<file path="src/rtl/wavelet_pkg.sv">
// Constants and state encoding shared by the frame scheduler and the transform engine.
package wavelet_pkg;

    localparam int DATA_W   = 16;
    localparam int ADDR_W   = 12;
    localparam int N_WORDS  = 4096;
    localparam int RST_HOLD = 3;

    typedef enum logic [2:0] {
        IDLE      = 3'd0,
        CLEAR     = 3'd1,
        TRANSFORM = 3'd2,
        DRAIN     = 3'd3,
        DONE      = 3'd4
    } state_e;

endpackage

</file>
<file path="src/rtl/coef_skid_buffer.sv">
// Two-entry ready/valid buffer for {last, coefficient} words read from the coefficient RAM.
module coef_skid_buffer
    import wavelet_pkg::*;
#(
    parameter int W = DATA_W + 1
) (
    input  logic         clk,
    input  logic         rst_n,
    input  logic         flush,
    input  logic         in_valid,
    input  logic [W-1:0] in_data,
    output logic         out_valid,
    output logic [W-1:0] out_data,
    input  logic         out_ready,
    output logic [1:0]   occupancy
);

    logic [1:0][W-1:0] entry_q, entry_d;
    logic [1:0]        count_q, count_d;
    logic              wr_ptr_q, wr_ptr_d;
    logic              rd_ptr_q, rd_ptr_d;
    logic              push, pop;

    assign push      = in_valid;
    assign out_valid = (count_q != 2'd0);
    assign pop       = out_valid & out_ready;
    assign out_data  = entry_q[rd_ptr_q];
    assign occupancy = count_q;

    // The producer gates its reads on occupancy, so a push never lands on a full buffer.
    always_comb begin
        entry_d  = entry_q;
        count_d  = count_q;
        wr_ptr_d = wr_ptr_q;
        rd_ptr_d = rd_ptr_q;
        if (flush) begin
            count_d  = 2'd0;
            wr_ptr_d = 1'b0;
            rd_ptr_d = 1'b0;
        end else begin
            if (push) begin
                entry_d[wr_ptr_q] = in_data;
                wr_ptr_d          = ~wr_ptr_q;
            end
            if (pop) begin
                rd_ptr_d = ~rd_ptr_q;
            end
            count_d = count_q + {1'b0, push} - {1'b0, pop};
        end
    end

    always_ff @(posedge clk or negedge rst_n) begin
        if (!rst_n) begin
            entry_q  <= '0;
            count_q  <= 2'd0;
            wr_ptr_q <= 1'b0;
            rd_ptr_q <= 1'b0;
        end else begin
            entry_q  <= entry_d;
            count_q  <= count_d;
            wr_ptr_q <= wr_ptr_d;
            rd_ptr_q <= rd_ptr_d;
        end
    end

endmodule

</file>
<file path="src/rtl/wavelet_frame_scheduler.sv">
// Frame sequencer: holds the wavelet engine in reset between frames, feeds it pixels,
// owns the coefficient RAM port and streams the finished frame out over ready/valid.
module wavelet_frame_scheduler
    import wavelet_pkg::*;
#(
    parameter int DATA_W   = wavelet_pkg::DATA_W,
    parameter int ADDR_W   = wavelet_pkg::ADDR_W,
    parameter int N_WORDS  = wavelet_pkg::N_WORDS,
    parameter int RST_HOLD = wavelet_pkg::RST_HOLD
) (
    input  logic              clk,
    input  logic              rst_n,
    input  logic              frame_start,
    output logic              busy,
    output logic              frame_done,
    output logic              underrun,
    input  logic              src_valid,
    input  logic [DATA_W-1:0] src_data,
    output logic              src_ready,
    output logic              wt_rst_n,
    output logic [DATA_W-1:0] wt_data_input,
    input  logic              wt_data_in_ready,
    input  logic              wt_end_flag,
    input  logic [ADDR_W-1:0] wt_ram_address,
    input  logic [DATA_W-1:0] wt_ram_data,
    input  logic              wt_ram_wren,
    output logic [DATA_W-1:0] wt_ram_qout,
    output logic [ADDR_W-1:0] ram_address,
    output logic [DATA_W-1:0] ram_data,
    output logic              ram_wren,
    input  logic [DATA_W-1:0] ram_q,
    output logic              coef_valid,
    output logic [DATA_W-1:0] coef_data,
    output logic              coef_last,
    input  logic              coef_ready
);

    localparam int CNT_W  = ADDR_W + 1;
    localparam int HOLD_W = (RST_HOLD > 1) ? $clog2(RST_HOLD) : 1;

    state_e              state_q, state_d;
    logic [HOLD_W-1:0]   hold_q, hold_d;
    logic [CNT_W-1:0]    rd_cnt_q, rd_cnt_d;
    logic                inflight_q, inflight_d;
    logic                inflight_last_q, inflight_last_d;
    logic                underrun_q, underrun_d;

    logic                rd_issue;
    logic                buf_valid;
    logic                buf_pop;
    logic [DATA_W:0]     buf_word;
    logic [1:0]          buf_occ;
    logic [2:0]          slots_used;

    assign wt_ram_qout = ram_q;
    assign underrun    = underrun_q;

    // A word leaving the buffer this cycle frees its slot now, which keeps the
    // stream gap-free at one word per cycle with only two entries of storage.
    assign buf_pop    = buf_valid & coef_ready;
    assign slots_used = 3'(buf_occ) + 3'(inflight_q) - 3'(buf_pop);
    assign rd_issue   = (state_q == DRAIN) && (slots_used < 3'd2)
                        && (rd_cnt_q < CNT_W'(N_WORDS));

    assign inflight_d      = rd_issue;
    assign inflight_last_d = rd_issue && (rd_cnt_q == CNT_W'(N_WORDS - 1));

    always_comb begin
        state_d    = state_q;
        hold_d     = hold_q;
        rd_cnt_d   = rd_cnt_q;
        underrun_d = underrun_q;
        case (state_q)
            IDLE: begin
                if (frame_start) begin
                    underrun_d = 1'b0;
                    hold_d     = '0;
                    state_d    = CLEAR;
                end
            end
            CLEAR: begin
                if (hold_q == HOLD_W'(RST_HOLD - 1)) begin
                    hold_d  = '0;
                    state_d = TRANSFORM;
                end else begin
                    hold_d = hold_q + 1'b1;
                end
            end
            TRANSFORM: begin
                // The engine cannot stall, so a missing pixel is only flagged.
                if (wt_data_in_ready && !src_valid) begin
                    underrun_d = 1'b1;
                end
                if (wt_end_flag) begin
                    rd_cnt_d = '0;
                    state_d  = DRAIN;
                end
            end
            DRAIN: begin
                if (rd_issue) begin
                    rd_cnt_d = rd_cnt_q + 1'b1;
                end
                if (coef_valid && coef_ready && coef_last) begin
                    state_d = DONE;
                end
            end
            DONE: begin
                state_d = IDLE;
            end
            default: begin
                state_d = IDLE;
            end
        endcase
    end

    always_ff @(posedge clk or negedge rst_n) begin
        if (!rst_n) begin
            state_q         <= IDLE;
            hold_q          <= '0;
            rd_cnt_q        <= '0;
            inflight_q      <= 1'b0;
            inflight_last_q <= 1'b0;
            underrun_q      <= 1'b0;
        end else begin
            state_q         <= state_d;
            hold_q          <= hold_d;
            rd_cnt_q        <= rd_cnt_d;
            inflight_q      <= inflight_d;
            inflight_last_q <= inflight_last_d;
            underrun_q      <= underrun_d;
        end
    end

    // RAM port and engine-side muxing.
    always_comb begin
        busy          = (state_q != IDLE);
        frame_done    = (state_q == DONE);
        wt_rst_n      = (state_q == TRANSFORM);
        src_ready     = 1'b0;
        wt_data_input = '0;
        ram_address   = '0;
        ram_data      = '0;
        ram_wren      = 1'b0;
        case (state_q)
            TRANSFORM: begin
                src_ready     = wt_data_in_ready;
                wt_data_input = src_data;
                ram_address   = wt_ram_address;
                ram_data      = wt_ram_data;
                ram_wren      = wt_ram_wren;
            end
            DRAIN: begin
                ram_address = rd_cnt_q[ADDR_W-1:0];
            end
            default: begin
            end
        endcase
    end

    coef_skid_buffer #(
        .W (DATA_W + 1)
    ) u_skid (
        .clk       (clk),
        .rst_n     (rst_n),
        .flush     (state_q == IDLE),
        .in_valid  (inflight_q),
        .in_data   ({inflight_last_q, ram_q}),
        .out_valid (buf_valid),
        .out_data  (buf_word),
        .out_ready (coef_ready),
        .occupancy (buf_occ)
    );

    assign coef_valid              = buf_valid;
    assign {coef_last, coef_data}  = buf_valid ? buf_word : '0;

endmodule

</file>
<file path="config.mk">
export PLATFORM = sky130hd
export DESIGN_NAME = wavelet_frame_scheduler
export DESIGN_NICKNAME = d
export VERILOG_FILES = /design/src/rtl/wavelet_pkg.sv /design/src/rtl/coef_skid_buffer.sv /design/src/rtl/wavelet_frame_scheduler.sv
export SDC_FILE = /design/constraint.sdc
export NUM_CORES = 1
export LEC_CHECK = 0
export BUFFER_PORTS_ARGS = -buffer_cell sky130_fd_sc_hd__buf_2
export CORE_UTILIZATION = 40
export CTS_CLUSTER_SIZE = 8
export DETAILED_ROUTE_END_ITERATION = 16
export PLACE_DENSITY = 0.68
export SYNTH_ARGS = -nofsm -noshare
export SYNTH_HDL_FRONTEND = slang
export SYNTH_SLANG_ARGS = --single-unit
</file>
<file path="constraint.sdc">
create_clock -name clk -period 7.3 [get_ports clk]
set_input_delay 0.73 -clock clk [delete_from_list [all_inputs] [get_ports clk]]
set_output_delay 0.73 -clock clk [all_outputs]
set_load 0.005 [all_outputs]
</file>
=== After elaboration in Yosys (flattened, before gate mapping) ===
Cells that the tools add are included.

* Flip-flop bits (word level): 59
* Input port bits: 68
* Logic and storage cells: 89

* Muxes and demuxes: 30
* Bitwise operators: 4
* Reduce and logical (&&, ||, !) cells: 21
* Add/subtract/negate cells: 6
* Magnitude comparators: 5
* Equality and inequality tests: 12

{| class="wikitable"
|+ Operators by type and width
! cell !! count
|-
| $mux W17 || 4
|-
| $bwmux W34 || 1
|-
| $mux W16 || 2
|-
| $mux W13 || 2
|-
| $pmux W13 S2 || 1
|-
| $pmux W12 S2 || 1
|-
| $demux W17 S1 || 1
|-
| $add A13 B1 Y13 const B || 1
|-
| $eq A13 B12 Y1 const B || 1
|-
| $lt A13 B13 Y1 const B || 1
|-
| $mux W3 || 4
|-
| $pmux W3 S4 || 1
|-
| $reduce_bool A2 Y1 || 6
|-
| $mux W1 || 8
|-
| $logic_and A1 B1 Y1 || 7
|-
| $eq A3 B2 Y1 const B || 2
|-
| $mux W2 || 3
|-
| $ne A2 B1 Y1 const B || 3
|-
| $ne A2 B2 Y1 const B || 3
|-
| $reduce_and A3 Y1 || 2
|-
| $lt A1 B2 Y1 const B || 2
|-
| $pmux W2 S2 || 1
|-
| $reduce_and A2 Y1 || 2
|-
| $reduce_and A4 Y1 || 1
|-
| 16 further kinds || 18
|}

=== Longest topological paths before layout ===
* Depth after elaboration: 8
* Gate-level depth with buffers: 12
* Depth with buffers taken out: 11

=== Hierarchy ===
A second synthesis with hierarchy kept.

* Cell total of the unflattened synthesis: 313
* Area, all modules: 3,430.8 µm²

{| class="wikitable"
|+ By module, submodules not included
! module !! cells an instance !! area each (µm²) !! sequential area each (µm²) !! times used
|-
| wavelet_frame_scheduler || 204 || 1,725.4 || 525.5 || 1
|-
| coef_skid_buffer || 109 || 1,705.4 || 950.9 || 1
|}

=== Worst setup path after synthesis ===
No wires, ideal clock.

* Path kind: in2reg
* Start: input port coef_ready
* End: register rd_cnt_q[5]
* Library setup time: 83 ps
* Arrival time: 2,770 ps
* Cell stages on the path: 11
* Slack: 4,447 ps
* Required time: 7,217 ps
* Cells stage by stage: o21a_1 -> ha_1 -> inv_1 -> ha_1 -> inv_1 -> fa_1 -> nand2b_1 -> or3_1 -> buf_6 -> or3_1 -> o21ai_0

* Word-level cells in the longest chain between the ends: 7

{| class="wikitable"
|+ RTL lines
! what !! RTL line !! source
|-
| from (decl) || wavelet_frame_scheduler.sv:35 || <nowiki>input logic coef_ready</nowiki>
|-
| $and A1 B1 Y1 || wavelet_frame_scheduler.sv:60 || <nowiki>assign buf_pop = buf_valid & coef_ready;</nowiki>
|-
| $sub A3 B1 Y3 || wavelet_frame_scheduler.sv:61 || <nowiki>assign slots_used = 3'(buf_occ) + 3'(inflight_q) - 3'(buf_pop);</nowiki>
|-
| $lt A3 B2 Y1 || wavelet_frame_scheduler.sv:62 || <nowiki>assign rd_issue = (state_q == DRAIN) && (slots_used < 3'd2)</nowiki>
|-
| $logic_and A1 B1 Y1 || wavelet_frame_scheduler.sv:62 ||
|-
| $logic_and A1 B1 Y1 || wavelet_frame_scheduler.sv:63 || <nowiki>&& (rd_cnt_q < CNT_W'(N_WORDS));</nowiki>
|-
| $ne A2 B2 Y1 (no line) || n/a ||
|-
| $reduce_and A3 Y1 (no line) || n/a ||
|-
| to (signal assigned) || wavelet_frame_scheduler.sv:127 || <nowiki>rd_cnt_q <= rd_cnt_d;</nowiki>
|-
| to (decl) || wavelet_frame_scheduler.sv:43 || <nowiki>logic [CNT_W-1:0] rd_cnt_q, rd_cnt_d;</nowiki>
|}

No other way between the ends.
A chain may end at the register's enable or synchronous reset.

=== Worst setup path after layout ===
* Start: register u_skid.count_q[1] (netlist: u_skid.occupancy[1])
* End: register rd_cnt_q[5]

* Word-level cells in the longest chain between the ends: 8
* Elaborated cells on any way between the ends: 9
* Classes of those cells: add/sub: 2; order compare: 1; eq/ne: 1; bitwise: 1; reduce/logical: 4

{| class="wikitable"
|+ RTL lines
! what !! RTL line !! source
|-
| from (decl) || coef_skid_buffer.sv:19 || <nowiki>logic [1:0] count_q, count_d;</nowiki>
|-
| from (signal assigned) || coef_skid_buffer.sv:60 || <nowiki>count_q <= count_d;</nowiki>
|-
| parallel branches: the longest is 2 deep, another holds $add A2 B1 Y3 || n/a ||
|-
| $sub A3 B1 Y3 (*) || wavelet_frame_scheduler.sv:61 ||
|-
| $lt A3 B2 Y1 (*) || wavelet_frame_scheduler.sv:62 ||
|-
| $logic_and A1 B1 Y1 (*) || wavelet_frame_scheduler.sv:62 ||
|-
| $logic_and A1 B1 Y1 (*) || wavelet_frame_scheduler.sv:63 ||
|-
| $ne A2 B2 Y1 (no line) (*) || n/a ||
|-
| $reduce_and A3 Y1 (no line) (*) || n/a ||
|}

Mark *: on every way between the ends.

==> summary.md <==
| Metric | Value |
|---|---|
| HPWL after DPL | `approximately 5.5 mm` |
| Achievable clock frequency | `approximately 350 MHz` |
| Total power after layout | `1.45 mW` |
| Worst flop-to-flop path endpoint | `rd_cnt_q[5]` |
| Register bit total from synthesis | `just under 60` |
| Layout cell share with drive strength beyond 1 | `0.473` |
| Number of enable flip-flop cells after synthesis | `0` |
| Area growth syn-to-layout | `27.5%` |
| Clock tree from TritonCTS | `yes` |
| Final routed wirelength across all metal layers | `around 7.7 mm` |
| Number of nets still failing antenna checks after routing | `0` |
| Hold Crit Start | `rd_cnt_q[12]` |
| Die extent in x | `93.2 um` |
| Area of the core | `between 7000 and 8000 um2` |
| Fin crit share | `0.388` |
| Cell at the root of the clock tree | `sky130_fd_sc_hd__clkbuf_8` |
| Kind of end point of the critical path | `flop` |
| Worst-case headroom to the max-slew limit | `0.321` |
| Port Buf Inserts | `151` |
| Number of failing setup endpoints in the final timing report | `0` |
| Count of vias placed by the detailed router | `2,720` |
| Final Worst Setup Slack | `roughly 4.5 ns` |
| Pwr per Cell Area | `between 300 and 400 nW/um2` |
| Hold crit path type | `reg -> reg` |
| Number of cells produced by synthesis | `~320` |
| Number of buffers added by the clock tree synthesis step | `9` |
| Post-CTS clock slew at the launch and capture registers of the worst setup and hold paths | `approximately 0.06 ns` |
| Endpoint arrival time on the critical path | `slightly above 3 ns` |
| Worst-Margin Slew | `around 1.0 ns` |
| Effective utilization at floorplan | `0.422` |
| Highest ir drop seen on vdd | `between 0.1 and 0.15 mV` |
| Synth top area cells | `sky130_fd_sc_hd__dfrtp_1 44%, sky130_fd_sc_hd__mux2_2 12%, sky130_fd_sc_hd__and2_1 7.1%` |
| Main flop type after synthesis | `sky130_fd_sc_hd__dfrtp_1` |
| Antenna diodes | `0` |
| Net count of the mapped netlist | `between 300 and 400` |
| Wire length of the first global-routing pass | `roughly 12 mm` |
| Floorplan die height | `93.2 um` |
| Count of TritonRoute iterations in the first routing pass | `4` |
| Leakage power | `about 2.2 nW` |
| Seq/Total Area, Yosys | `0.444` |
| Share of Yosys cell area claimed by the top area cell type | `0.444` |
| Number of clock sinks seen by CTS | `59` |
| I/O Pins | `152` |
| Vias in the first global route | `between 2,000 and 3,000` |
| Critical path data required time | `~7.6 ns` |
| Post-layout nets | `520` |
| Total grt overflow | `0` |
| Placement-stage worst setup slack | `approximately 4.1 ns` |
| Critical Setup Path Class | `reg -> reg` |
| Largest clock skew in the final design | `between 0.009 and 0.01 ns` |
| Share of the core filled with cells | `0.538` |
| Count of warnings emitted by yosys | `0` |
| Number of buffers added for setup after CTS | `0` |
| Initial detailed-routing violation count | `71` |
| Source of the worst register-to-register timing path | `u_skid.occupancy[1]` |
| CTS hold repair buffers | `0` |
| Cell type with the highest aggregate area in the netlist | `sky130_fd_sc_hd__dfrtp_1` |
| Maximum fanout count along the critical path | `9` |
| Largest net degree at the start of global routing | `60` |
| Final-layout setup total negative slack | `0 ns` |
| Synth async-reset ratio | `1.00` |
| Summed instance area of the synthesized netlist | `~3300 um2` |
| Max-capacitance violation count | `0` |
| Number of antenna violations at the first check in global routing | `0` |
| All-Layer GR Usage | `0.179` |
| Skew-Pair Late Insertion Delay | `0.33 ns` |
| Slack of the worst reg-to-reg path | `roughly 4.5 ns` |
| Number of cells on the worst reg-to-reg path | `10` |
| Setup repair after global routing missed its margin | `no` |
| End point of the most critical hold path | `rd_cnt_q[12]` |
| Result of the run | `complete, no violations` |
| Detail-routed via count per cell | `4.91` |
| Total Die Area | `roughly 8700 um2` |
| Depth of the CTS H-tree | `3` |
| Cell Rows | `32` |
| Minimum clock period after layout | `~2.8 ns` |
| Final-report max-slew violation count | `0` |
| Worst setup SP type | `flop` |
| Final RePlAce weighted congestion | `between 0.7 and 0.8` |
| Bufs on Longest Clock Path | `2` |
| Remaining routing DRC violations | `0` |
| Hold violation total from the final report | `0` |
| Hold Path Stages | `1` |
| Avg Inst Size Synth | `between 10 and 15 um2` |
| Resized Gates After CTS | `0` |
| Hold Slack | `just under 0.5 ns` |
| Number of distinct standard cells referenced by the synthesized netlist | `45` |
| Routed WL per cell | `roughly 14 um` |
[area by class of cell]
| cell class | instances | area [um2] |
|---|---|---|
| fillers | 726 | 3650 |
| multi-input cells | 211 | 1590 |
| flip-flops and latches | 59 | 1480 |
| repair buffers | 156 | 793 |
| clock buffers | 14 | 183 |
| well taps | 102 | 128 |
| inverters | 11 | 41.3 |
| clock inverters | 1 | 30.0 |
[synthesized netlist by cell type, types with 2 or more instances]
cell and number:
sky130_fd_sc_hd__dfrtp_1 59, sky130_fd_sc_hd__and2_1 38, sky130_fd_sc_hd__mux2_2 35, sky130_fd_sc_hd__nor2_1 25, sky130_fd_sc_hd__buf_4 21, sky130_fd_sc_hd__mux2i_1 17
sky130_fd_sc_hd__o21ai_0 16, sky130_fd_sc_hd__a22o_1 11, sky130_fd_sc_hd__nand2_1 11, sky130_fd_sc_hd__clkbuf_1 10, sky130_fd_sc_hd__inv_1 10, sky130_fd_sc_hd__a21oi_1 8
sky130_fd_sc_hd__nand3_1 6, sky130_fd_sc_hd__and3_1 5, sky130_fd_sc_hd__ha_1 3, sky130_fd_sc_hd__nor3b_1 3, sky130_fd_sc_hd__or3_1 3, sky130_fd_sc_hd__a41oi_1 2
sky130_fd_sc_hd__and4_1 2, sky130_fd_sc_hd__buf_6 2, sky130_fd_sc_hd__nand2b_1 2, sky130_fd_sc_hd__nor3_1 2, sky130_fd_sc_hd__xnor2_1 2
[sequential cells by signal, indices dropped and copies added (netlist names)]
register          count
rd_cnt_q             13
underrun              1
inflight_last_q       1
hold_q                2
u_skid.occupancy      2
state_q               3
u_skid.rd_ptr_q       1
u_skid.entry_q       34
u_skid.wr_ptr_q       1
inflight_q            1
[worst max-delay path by stage]
stage	end	from	slack (ns)	cells after the start
global route	rd_cnt_q[5]	u_skid.occupancy[1]	4.22	11
global placement	rd_cnt_q[5]	coef_ready	4.20	11
floorplan	rd_cnt_q[5]	coef_ready	4.45	11
detailed placement	rd_cnt_q[5]	coef_ready	4.14	11
CTS	coef_last	u_skid.rd_ptr_q	4.46	3
finish	rd_cnt_q[5]	u_skid.occupancy[1]	4.47	10
[placed cells by master (no fill, tap or decap), drive strengths merged, types with 4 or more instances in the layout]
cell      n
buf     156
dfrtp    59
and2     38
mux2     35
nor2     25
mux2i    17
o21ai    16
clkbuf   14
nand2    11
a22o     11
inv      11
a21oi     8
nand3     7
and3      5
nor3b     4
[cell families (layout without fill, tap and decap cells)]
| logic type | Yosys count | after routing | share of synthesized area |
|---|---|---|---|
| and+or+nand+nor | 106 | 106 | 0.185 |
| DFF | 59 | 59 | 0.444 |
| muxes | 53 | 53 | 0.176 |
| AOI/OAI and AO/OA | 45 | 45 | 0.0903 |
| buffers and inverters | 45 | 182 | 0.0794 |
| adders and majority gates | 4 | 4 | 0.0173 |
| xor gates and xnor gates | 3 | 3 | 0.00790 |
[per-layer routing]
layer,GRT usage,up-vias,share of wire
met4,0.0654,0,0.013
met1,0.239,1313,0.46
met2,0.289,56,0.50
met3,0.0350,9,0.032
li1,-,1342,-
met5,0,-,0
[power breakdown]
part           switching (mW)  total (mW)  internal, mW
clock                   0.119       0.312         0.193
sequential              0.101       0.550         0.449
combinational           0.280       0.590         0.309
total                   0.500        1.45         0.952
[through the flow]
| stage | std cells | cell area, um2 |
|---|---|---|
| detailed placement | 539 | 4030 |
| global route | 554 | 4240 |
| global placement | 539 | 4030 |
| floorplan | 315 | 3330 |
| finish | 554 | 4240 |
| CTS | 554 | 4240 |
[worst max-delay path, cell delays in order (launching register included)]
cell and delay, ns:
sky130_fd_sc_hd__dfrtp_1 0.44, sky130_fd_sc_hd__o21a_1 0.24, sky130_fd_sc_hd__ha_1 0.27, sky130_fd_sc_hd__inv_1 0.05
sky130_fd_sc_hd__ha_1 0.13, sky130_fd_sc_hd__inv_1 0.04, sky130_fd_sc_hd__fa_1 0.51, sky130_fd_sc_hd__nand2b_1 0.09
sky130_fd_sc_hd__or3_1 0.52, sky130_fd_sc_hd__or3_1 0.39, sky130_fd_sc_hd__o21ai_0 0.07
Note: power is estimated with default switching activity, not from simulation.
